### config.mk
export PLATFORM = sky130hd
export DESIGN_NAME = aes_sub_bytes
export DESIGN_NICKNAME = d
export VERILOG_FILES = /design/src/rtl/aes_pkg.sv /design/src/rtl/aes_sbox.sv /design/src/rtl/aes_sub_bytes.sv
export SDC_FILE = /design/constraint.sdc
export NUM_CORES = 2
export LEC_CHECK = 0
export ABC_AREA = 1
export CAP_MARGIN = 15
export CORE_UTILIZATION = 29
export DETAILED_ROUTE_END_ITERATION = 6
export PLACE_DENSITY = 0.53
export SYNTH_ARGS = -nofsm -noshare
export SYNTH_HDL_FRONTEND = slang
export SYNTH_HIERARCHICAL = 1
export SYNTH_SLANG_ARGS = --single-unit
export TNS_END_PERCENT = 10
### constraint.sdc
create_clock -name clk -period 0.8 [get_ports clk]
set_input_delay 0.16 -clock clk [delete_from_list [all_inputs] [get_ports clk]]
set_output_delay 0.16 -clock clk [all_outputs]
set_load 0.05 [all_outputs]
### src/rtl/aes_pkg.sv
// Shared AES types and FIPS-197 substitution tables.
// Contents: aes_state_t (128-bit state), aes_byte_t (one byte),
//           SBOX (forward table), INV_SBOX (inverse table, only with AES_SUBBYTES_INV_EN).
package aes_pkg;

    typedef logic [127:0] aes_state_t;
    typedef logic [7:0]   aes_byte_t;

    localparam int unsigned STATE_BYTES = 16;

    // Forward S-box, indexed by input byte value.
    localparam aes_byte_t SBOX [256] = '{
        8'h63, 8'h7c, 8'h77, 8'h7b, 8'hf2, 8'h6b, 8'h6f, 8'hc5, 8'h30, 8'h01, 8'h67, 8'h2b, 8'hfe, 8'hd7, 8'hab, 8'h76,
        8'hca, 8'h82, 8'hc9, 8'h7d, 8'hfa, 8'h59, 8'h47, 8'hf0, 8'had, 8'hd4, 8'ha2, 8'haf, 8'h9c, 8'ha4, 8'h72, 8'hc0,
        8'hb7, 8'hfd, 8'h93, 8'h26, 8'h36, 8'h3f, 8'hf7, 8'hcc, 8'h34, 8'ha5, 8'he5, 8'hf1, 8'h71, 8'hd8, 8'h31, 8'h15,
        8'h04, 8'hc7, 8'h23, 8'hc3, 8'h18, 8'h96, 8'h05, 8'h9a, 8'h07, 8'h12, 8'h80, 8'he2, 8'heb, 8'h27, 8'hb2, 8'h75,
        8'h09, 8'h83, 8'h2c, 8'h1a, 8'h1b, 8'h6e, 8'h5a, 8'ha0, 8'h52, 8'h3b, 8'hd6, 8'hb3, 8'h29, 8'he3, 8'h2f, 8'h84,
        8'h53, 8'hd1, 8'h00, 8'hed, 8'h20, 8'hfc, 8'hb1, 8'h5b, 8'h6a, 8'hcb, 8'hbe, 8'h39, 8'h4a, 8'h4c, 8'h58, 8'hcf,
        8'hd0, 8'hef, 8'haa, 8'hfb, 8'h43, 8'h4d, 8'h33, 8'h85, 8'h45, 8'hf9, 8'h02, 8'h7f, 8'h50, 8'h3c, 8'h9f, 8'ha8,
        8'h51, 8'ha3, 8'h40, 8'h8f, 8'h92, 8'h9d, 8'h38, 8'hf5, 8'hbc, 8'hb6, 8'hda, 8'h21, 8'h10, 8'hff, 8'hf3, 8'hd2,
        8'hcd, 8'h0c, 8'h13, 8'hec, 8'h5f, 8'h97, 8'h44, 8'h17, 8'hc4, 8'ha7, 8'h7e, 8'h3d, 8'h64, 8'h5d, 8'h19, 8'h73,
        8'h60, 8'h81, 8'h4f, 8'hdc, 8'h22, 8'h2a, 8'h90, 8'h88, 8'h46, 8'hee, 8'hb8, 8'h14, 8'hde, 8'h5e, 8'h0b, 8'hdb,
        8'he0, 8'h32, 8'h3a, 8'h0a, 8'h49, 8'h06, 8'h24, 8'h5c, 8'hc2, 8'hd3, 8'hac, 8'h62, 8'h91, 8'h95, 8'he4, 8'h79,
        8'he7, 8'hc8, 8'h37, 8'h6d, 8'h8d, 8'hd5, 8'h4e, 8'ha9, 8'h6c, 8'h56, 8'hf4, 8'hea, 8'h65, 8'h7a, 8'hae, 8'h08,
        8'hba, 8'h78, 8'h25, 8'h2e, 8'h1c, 8'ha6, 8'hb4, 8'hc6, 8'he8, 8'hdd, 8'h74, 8'h1f, 8'h4b, 8'hbd, 8'h8b, 8'h8a,
        8'h70, 8'h3e, 8'hb5, 8'h66, 8'h48, 8'h03, 8'hf6, 8'h0e, 8'h61, 8'h35, 8'h57, 8'hb9, 8'h86, 8'hc1, 8'h1d, 8'h9e,
        8'he1, 8'hf8, 8'h98, 8'h11, 8'h69, 8'hd9, 8'h8e, 8'h94, 8'h9b, 8'h1e, 8'h87, 8'he9, 8'hce, 8'h55, 8'h28, 8'hdf,
        8'h8c, 8'ha1, 8'h89, 8'h0d, 8'hbf, 8'he6, 8'h42, 8'h68, 8'h41, 8'h99, 8'h2d, 8'h0f, 8'hb0, 8'h54, 8'hbb, 8'h16
    };

`ifdef AES_SUBBYTES_INV_EN
    // Inverse S-box, indexed by input byte value.
    localparam aes_byte_t INV_SBOX [256] = '{
        8'h52, 8'h09, 8'h6a, 8'hd5, 8'h30, 8'h36, 8'ha5, 8'h38, 8'hbf, 8'h40, 8'ha3, 8'h9e, 8'h81, 8'hf3, 8'hd7, 8'hfb,
        8'h7c, 8'he3, 8'h39, 8'h82, 8'h9b, 8'h2f, 8'hff, 8'h87, 8'h34, 8'h8e, 8'h43, 8'h44, 8'hc4, 8'hde, 8'he9, 8'hcb,
        8'h54, 8'h7b, 8'h94, 8'h32, 8'ha6, 8'hc2, 8'h23, 8'h3d, 8'hee, 8'h4c, 8'h95, 8'h0b, 8'h42, 8'hfa, 8'hc3, 8'h4e,
        8'h08, 8'h2e, 8'ha1, 8'h66, 8'h28, 8'hd9, 8'h24, 8'hb2, 8'h76, 8'h5b, 8'ha2, 8'h49, 8'h6d, 8'h8b, 8'hd1, 8'h25,
        8'h72, 8'hf8, 8'hf6, 8'h64, 8'h86, 8'h68, 8'h98, 8'h16, 8'hd4, 8'ha4, 8'h5c, 8'hcc, 8'h5d, 8'h65, 8'hb6, 8'h92,
        8'h6c, 8'h70, 8'h48, 8'h50, 8'hfd, 8'hed, 8'hb9, 8'hda, 8'h5e, 8'h15, 8'h46, 8'h57, 8'ha7, 8'h8d, 8'h9d, 8'h84,
        8'h90, 8'hd8, 8'hab, 8'h00, 8'h8c, 8'hbc, 8'hd3, 8'h0a, 8'hf7, 8'he4, 8'h58, 8'h05, 8'hb8, 8'hb3, 8'h45, 8'h06,
        8'hd0, 8'h2c, 8'h1e, 8'h8f, 8'hca, 8'h3f, 8'h0f, 8'h02, 8'hc1, 8'haf, 8'hbd, 8'h03, 8'h01, 8'h13, 8'h8a, 8'h6b,
        8'h3a, 8'h91, 8'h11, 8'h41, 8'h4f, 8'h67, 8'hdc, 8'hea, 8'h97, 8'hf2, 8'hcf, 8'hce, 8'hf0, 8'hb4, 8'he6, 8'h73,
        8'h96, 8'hac, 8'h74, 8'h22, 8'he7, 8'had, 8'h35, 8'h85, 8'he2, 8'hf9, 8'h37, 8'he8, 8'h1c, 8'h75, 8'hdf, 8'h6e,
        8'h47, 8'hf1, 8'h1a, 8'h71, 8'h1d, 8'h29, 8'hc5, 8'h89, 8'h6f, 8'hb7, 8'h62, 8'h0e, 8'haa, 8'h18, 8'hbe, 8'h1b,
        8'hfc, 8'h56, 8'h3e, 8'h4b, 8'hc6, 8'hd2, 8'h79, 8'h20, 8'h9a, 8'hdb, 8'hc0, 8'hfe, 8'h78, 8'hcd, 8'h5a, 8'hf4,
        8'h1f, 8'hdd, 8'ha8, 8'h33, 8'h88, 8'h07, 8'hc7, 8'h31, 8'hb1, 8'h12, 8'h10, 8'h59, 8'h27, 8'h80, 8'hec, 8'h5f,
        8'h60, 8'h51, 8'h7f, 8'ha9, 8'h19, 8'hb5, 8'h4a, 8'h0d, 8'h2d, 8'he5, 8'h7a, 8'h9f, 8'h93, 8'hc9, 8'h9c, 8'hef,
        8'ha0, 8'he0, 8'h3b, 8'h4d, 8'hae, 8'h2a, 8'hf5, 8'hb0, 8'hc8, 8'heb, 8'hbb, 8'h3c, 8'h83, 8'h53, 8'h99, 8'h61,
        8'h17, 8'h2b, 8'h04, 8'h7e, 8'hba, 8'h77, 8'hd6, 8'h26, 8'he1, 8'h69, 8'h14, 8'h63, 8'h55, 8'h21, 8'h0c, 8'h7d
    };
`endif

endpackage

### src/rtl/aes_sbox.sv
// Single-byte S-box lookup (pure combinational table read).
// Ports: byte_in  - byte to substitute
//        inv      - 1 selects inverse table (only with AES_SUBBYTES_INV_EN)
//        byte_out_c - substituted byte
module aes_sbox
    import aes_pkg::*;
(
    input  aes_byte_t byte_in,
`ifdef AES_SUBBYTES_INV_EN
    input  logic      inv,
`endif
    output aes_byte_t byte_out_c
);

`ifdef AES_SUBBYTES_INV_EN
    assign byte_out_c = inv ? INV_SBOX[byte_in] : SBOX[byte_in];
`else
    assign byte_out_c = SBOX[byte_in];
`endif

endmodule

### src/rtl/aes_sub_bytes.sv
// AES SubBytes: 16 parallel S-box lookups with optional one-cycle output register.
// Parameter: OUT_REG - 1 registers the result (latency 1), 0 passes it through combinationally.
// Macro:     AES_SUBBYTES_INV_EN - adds the inv port and the inverse table.
// Ports: clk, rst_n (async active-low), in_valid, state_in[127:0], inv (optional),
//        out_valid, state_out[127:0]. Byte k sits at bits [127-8k -: 8].
module aes_sub_bytes
    import aes_pkg::*;
#(
    parameter int unsigned OUT_REG = 1
)
(
    input  logic       clk,
    input  logic       rst_n,
    input  logic       in_valid,
    input  aes_state_t state_in,
`ifdef AES_SUBBYTES_INV_EN
    input  logic       inv,
`endif
    output logic       out_valid,
    output aes_state_t state_out
);

    aes_state_t sub_c;

    // One lookup per byte lane; lanes never cross.
    for (genvar k = 0; k < int'(STATE_BYTES); k++) begin : g_byte
        aes_sbox u_sbox (
            .byte_in    (state_in[127-8*k -: 8]),
`ifdef AES_SUBBYTES_INV_EN
            .inv        (inv),
`endif
            .byte_out_c (sub_c[127-8*k -: 8])
        );
    end

    if (OUT_REG != 0) begin : g_reg
        aes_state_t state_q;
        logic       valid_q;

        // Result register: loads only on valid input, otherwise holds.
        always_ff @(posedge clk or negedge rst_n) begin
            if (!rst_n) begin
                state_q <= '0;
                valid_q <= 1'b0;
            end else begin
                valid_q <= in_valid;
                if (in_valid) begin
                    state_q <= sub_c;
                end
            end
        end

        assign state_out = state_q;
        assign out_valid = valid_q;
    end else begin : g_comb
        assign state_out = sub_c;
        assign out_valid = in_valid;
    end

endmodule

==> reports/metrics.yaml <==
cts-htree-levels: 4
grt_util_all_layers: 0.3404
power_switching_w: 0.04347
leakagePower_nw: 44.42
layout_setup_ws_ns: -0.6549
timing.final.max_slew_violations: 0
rsz0062_at_grt: "true"
clkSinkCount: 129
layout-drive-gt1-share: 0.3459
overflow: 0
totalNegativeSetupSlack_ns: -135.38
port-buffer-count: 259
relSlewSlack: 0.6585
crit_path_max_incr_delay_ns: 0.43
syn_to_final_growth_pct: 56.80
gp_congestion: 1.071
dpl-instance-area_um2: 78860
hold-worst-slack_ns: 0.03208
cp_max_fo: 6
yosys_register_bits: 129
detail_route.wl_per_cell_um: 22.40
design_area_um2: 86070
finalSetupViolCount: 258
max-clock-path-buffers: 2
largest_net_degree_at_the_start_of_global_routing: 53
synthesis.instances: 10710
finalCriticalPeriod_ns: 1.455
seq_area_frac_synth: 0.05881
p_seq_frac: 0.111
ant_nets: 0
max_cap_violations: 0
detail_route.drc_violations: 37
pwr-share-comb: 0.777
run_status: "finished, violations left"
final_net_count: 13150
post_synth_num_cell_types: 33
ioPinCount: 260
area_of_the_core_um2: 187800
skew_ns: 0
worst_setup_path_end_kind: "flip-flop"
die_height_um: 437.1
worst_setup_path_start_kind: "input port"
drt_wl_total_um: 342600
power_consumption_w: 0.08085
drt-pass1-iter-count: 7
fp.dieArea_um2: 191000
cts-buffers-inserted: 17
floorplan.rows: 159
mapped_avg_cell_area_um2: 5.123
die_width_um: 437.1
clk-insertion-delay-late_ns: 0.56
drtIter0Drc: 12170
maxClockFrequency_mhz: 687.3
via_total_after_detailed_routing: 86790
yosysWarningCount: 6
swShare: 0.5377
dpl.hpwl_um: 267100
arrival_ns: 1.95
crit_path_frequent_cell: "sky130_fd_sc_hd__nand3_1"
finalHoldViolCount: 0
violated_checks: "DRC, setup timing"
crit_chain: "buf_8, clkinvlp_4, ha_4, inv_4, nand2_8, nand2_4, buf_4, nand3_1, nand3_2, nand3_1, nand3_1, nand2_2, nand2_2, nand2_1"
tritoncts: "done"
synth.net_count: 11090
clk_pin_slew_worst_paths_ns: 0.09
global_route_wire_length_before_repair_um: 509600
timing.hold.worst.class: "input port to asynchronous set/reset pin"
worstPathRequired_ns: 1.30
layout.core_utilization: 0.4583
internal-power_w: 0.03738
critical-path-slowest-cell: "sky130_fd_sc_hd__ha_4"
post_drt_via_cell_ratio: 5.675
cts-root-buf: "sky130_fd_sc_hd__clkbuf_16"
power_density_nw_per_um2: 939.3
power.share.clock: 0.112
start_util: 0.2923
antenna_found_initial: 16
worst_ir_drop_vdd_v: 0.001136
finalCritPeriodShare: 1.819
critPathKind: "input port to flip-flop"
tightest_slew_ns: 0.5117
number_of_global_route_vias_before_repair: 81630
synth.cell_area_um2: 54890
[cells in the mapped netlist (all sizes together)]
master | count | area, um2
a21oi | 368 | 1917
a31oi | 16 | 100.1
buf | 748 | 5171
clkbuf | 76 | 285.3
dfrtp | 129 | 3228
ha | 240 | 3003
inv | 577 | 2236
nand2 | 4032 | 15950
nand3 | 3612 | 18160
nand3b | 36 | 270.3
nand4 | 76 | 475.5
nor2 | 488 | 2342
nor3 | 16 | 100.1
o211ai | 40 | 300.3
o21a | 16 | 120.1
o21ai | 228 | 1141
or2 | 16 | 100.1
[area by class of cell]
| type | instances | area [um2] |
|---|---|---|
| Clock buffer | 17 | 425.4 |
| Timing Repair Buffer | 2864 | 27430 |
| Fill cell | 20340 | 101700 |
| Sequential cell | 129 | 3263 |
| Antenna cell | 11 | 27.53 |
| Tap cell | 2495 | 3122 |
| Multi-Input combinational cell | 9186 | 49170 |
| Clock inverter | 15 | 142.6 |
| Inverter | 577 | 2492 |
[registers in the layout, summed over array words and instances (netlist names)]
name / cells
state_out: 128
out_valid: 1
[timing repair]
item / in CTS / in global routing
cloned: 4 / 1
buffers inserted: 60 / 48
pin swaps: 264 / 246
setup endpoints to repair: 257 / 257
endpoints found under the hold margin: 137 / 1
hold buffers: 3 / 1
resized for setup: 954 / 730
[logic make-up (layout without fill, tap and decap cells)]
logic type               after synthesis  in the layout  share of synthesized area
other                                  0             11                          0
adder cells (fa/ha/maj)              240            240                    0.05470
AO/OA/AOI/OAI                        668            668                    0.06519
flip-flops                           129            129                    0.05881
AND/OR/NAND/NOR                     8276           8278                     0.6812
buffers and inverters               1401           3473                     0.1401
[through the flow]
| stage | setup WS [ns] | cells |
|---|---|---|
| floorplan | -0.8167 | 10710 |
| global placement | -1.819 | 15140 |
| CTS | -0.6818 | 15240 |
| detailed placement | -1.779 | 15140 |
| global route | -0.6884 | 15290 |
| finish | -0.6549 | 15290 |
[power by group through the flow]
stage / Clock (W) / Sequential [W] / Combinational [W]
2_1_floorplan: 0 / 0.0113 / 0.0268
3_3_place_gp: 0 / 0.00902 / 0.0571
3_5_place_dp: 0 / 0.00902 / 0.0565
4_1_cts: 0.00949 / 0.00895 / 0.0591
5_1_grt: 0.00965 / 0.00904 / 0.0664
6_report: 0.00909 / 0.00895 / 0.0628
[cells in the final DEF, fill, tap and decap left out, types with 11 or more instances in the layout]
cell type / count
sky130_fd_sc_hd__ha_1: 147
sky130_fd_sc_hd__a21oi_2: 39
sky130_fd_sc_hd__nand3_4: 21
sky130_fd_sc_hd__a21oi_1: 326
sky130_fd_sc_hd__nor2_2: 157
sky130_fd_sc_hd__ha_2: 44
sky130_fd_sc_hd__nand3_2: 350
sky130_fd_sc_hd__nand2_1: 3451
sky130_fd_sc_hd__nand3b_1: 36
sky130_fd_sc_hd__or2_2: 11
sky130_fd_sc_hd__buf_4: 2173
sky130_fd_sc_hd__clkbuf_16: 18
sky130_fd_sc_hd__buf_6: 143
sky130_fd_sc_hd__buf_2: 49
sky130_fd_sc_hd__dfrtp_2: 28
sky130_fd_sc_hd__o21ai_1: 93
sky130_fd_sc_hd__inv_1: 399
sky130_fd_sc_hd__nand4_1: 76
sky130_fd_sc_hd__nand2_8: 39
sky130_fd_sc_hd__ha_4: 49
sky130_fd_sc_hd__nand3_1: 3241
sky130_fd_sc_hd__diode_2: 11
sky130_fd_sc_hd__nand2_4: 130
sky130_fd_sc_hd__dfrtp_1: 101
sky130_fd_sc_hd__clkdlybuf4s50_1: 42
sky130_fd_sc_hd__inv_8: 13
sky130_fd_sc_hd__nor2_1: 263
sky130_fd_sc_hd__inv_4: 50
sky130_fd_sc_hd__inv_2: 90
sky130_fd_sc_hd__nor2_4: 68
sky130_fd_sc_hd__o21a_1: 16
sky130_fd_sc_hd__o211ai_1: 40
sky130_fd_sc_hd__buf_8: 26
sky130_fd_sc_hd__o21ai_0: 98
sky130_fd_sc_hd__inv_6: 17
sky130_fd_sc_hd__a31oi_1: 14
sky130_fd_sc_hd__o21ai_2: 34
sky130_fd_sc_hd__buf_12: 409
sky130_fd_sc_hd__clkinvlp_4: 20
sky130_fd_sc_hd__nand2_2: 414
[worst paths after layout]
kind,start,endpoint,slack (ns),depth (start not counted)
min,rst_n,state_out[92],0.03,2
max in group asynchronous,rst_n,state_out[91],-0.16,3
min reg2reg,state_out[104],state_out[104],0.54,2
max reg2reg,state_out[69],state_out[69],0.03,2
min in group clk,in_valid,state_out[37],0.06,4
max,state_in[33],state_out[32],-0.65,14
[layer usage]
metal | vias up | part of all wire | GRT usage
met5 | - | 0.000038 | 0
met4 | 2 | 0.067 | 0.1957
met3 | 1309 | 0.093 | 0.04829
met2 | 5980 | 0.44 | 0.5393
met1 | 39640 | 0.40 | 0.4389
li1 | 39860 | - | -
[worst max-delay path, delay by kind of cell]
kind | cells | cell delay (ns)
adder cells (fa/ha/maj) | 1 | 0.43
buffers and inverters | 4 | 0.51
AND/OR/NAND/NOR | 9 | 0.84
Note: power is estimated with default switching activity, not from simulation.
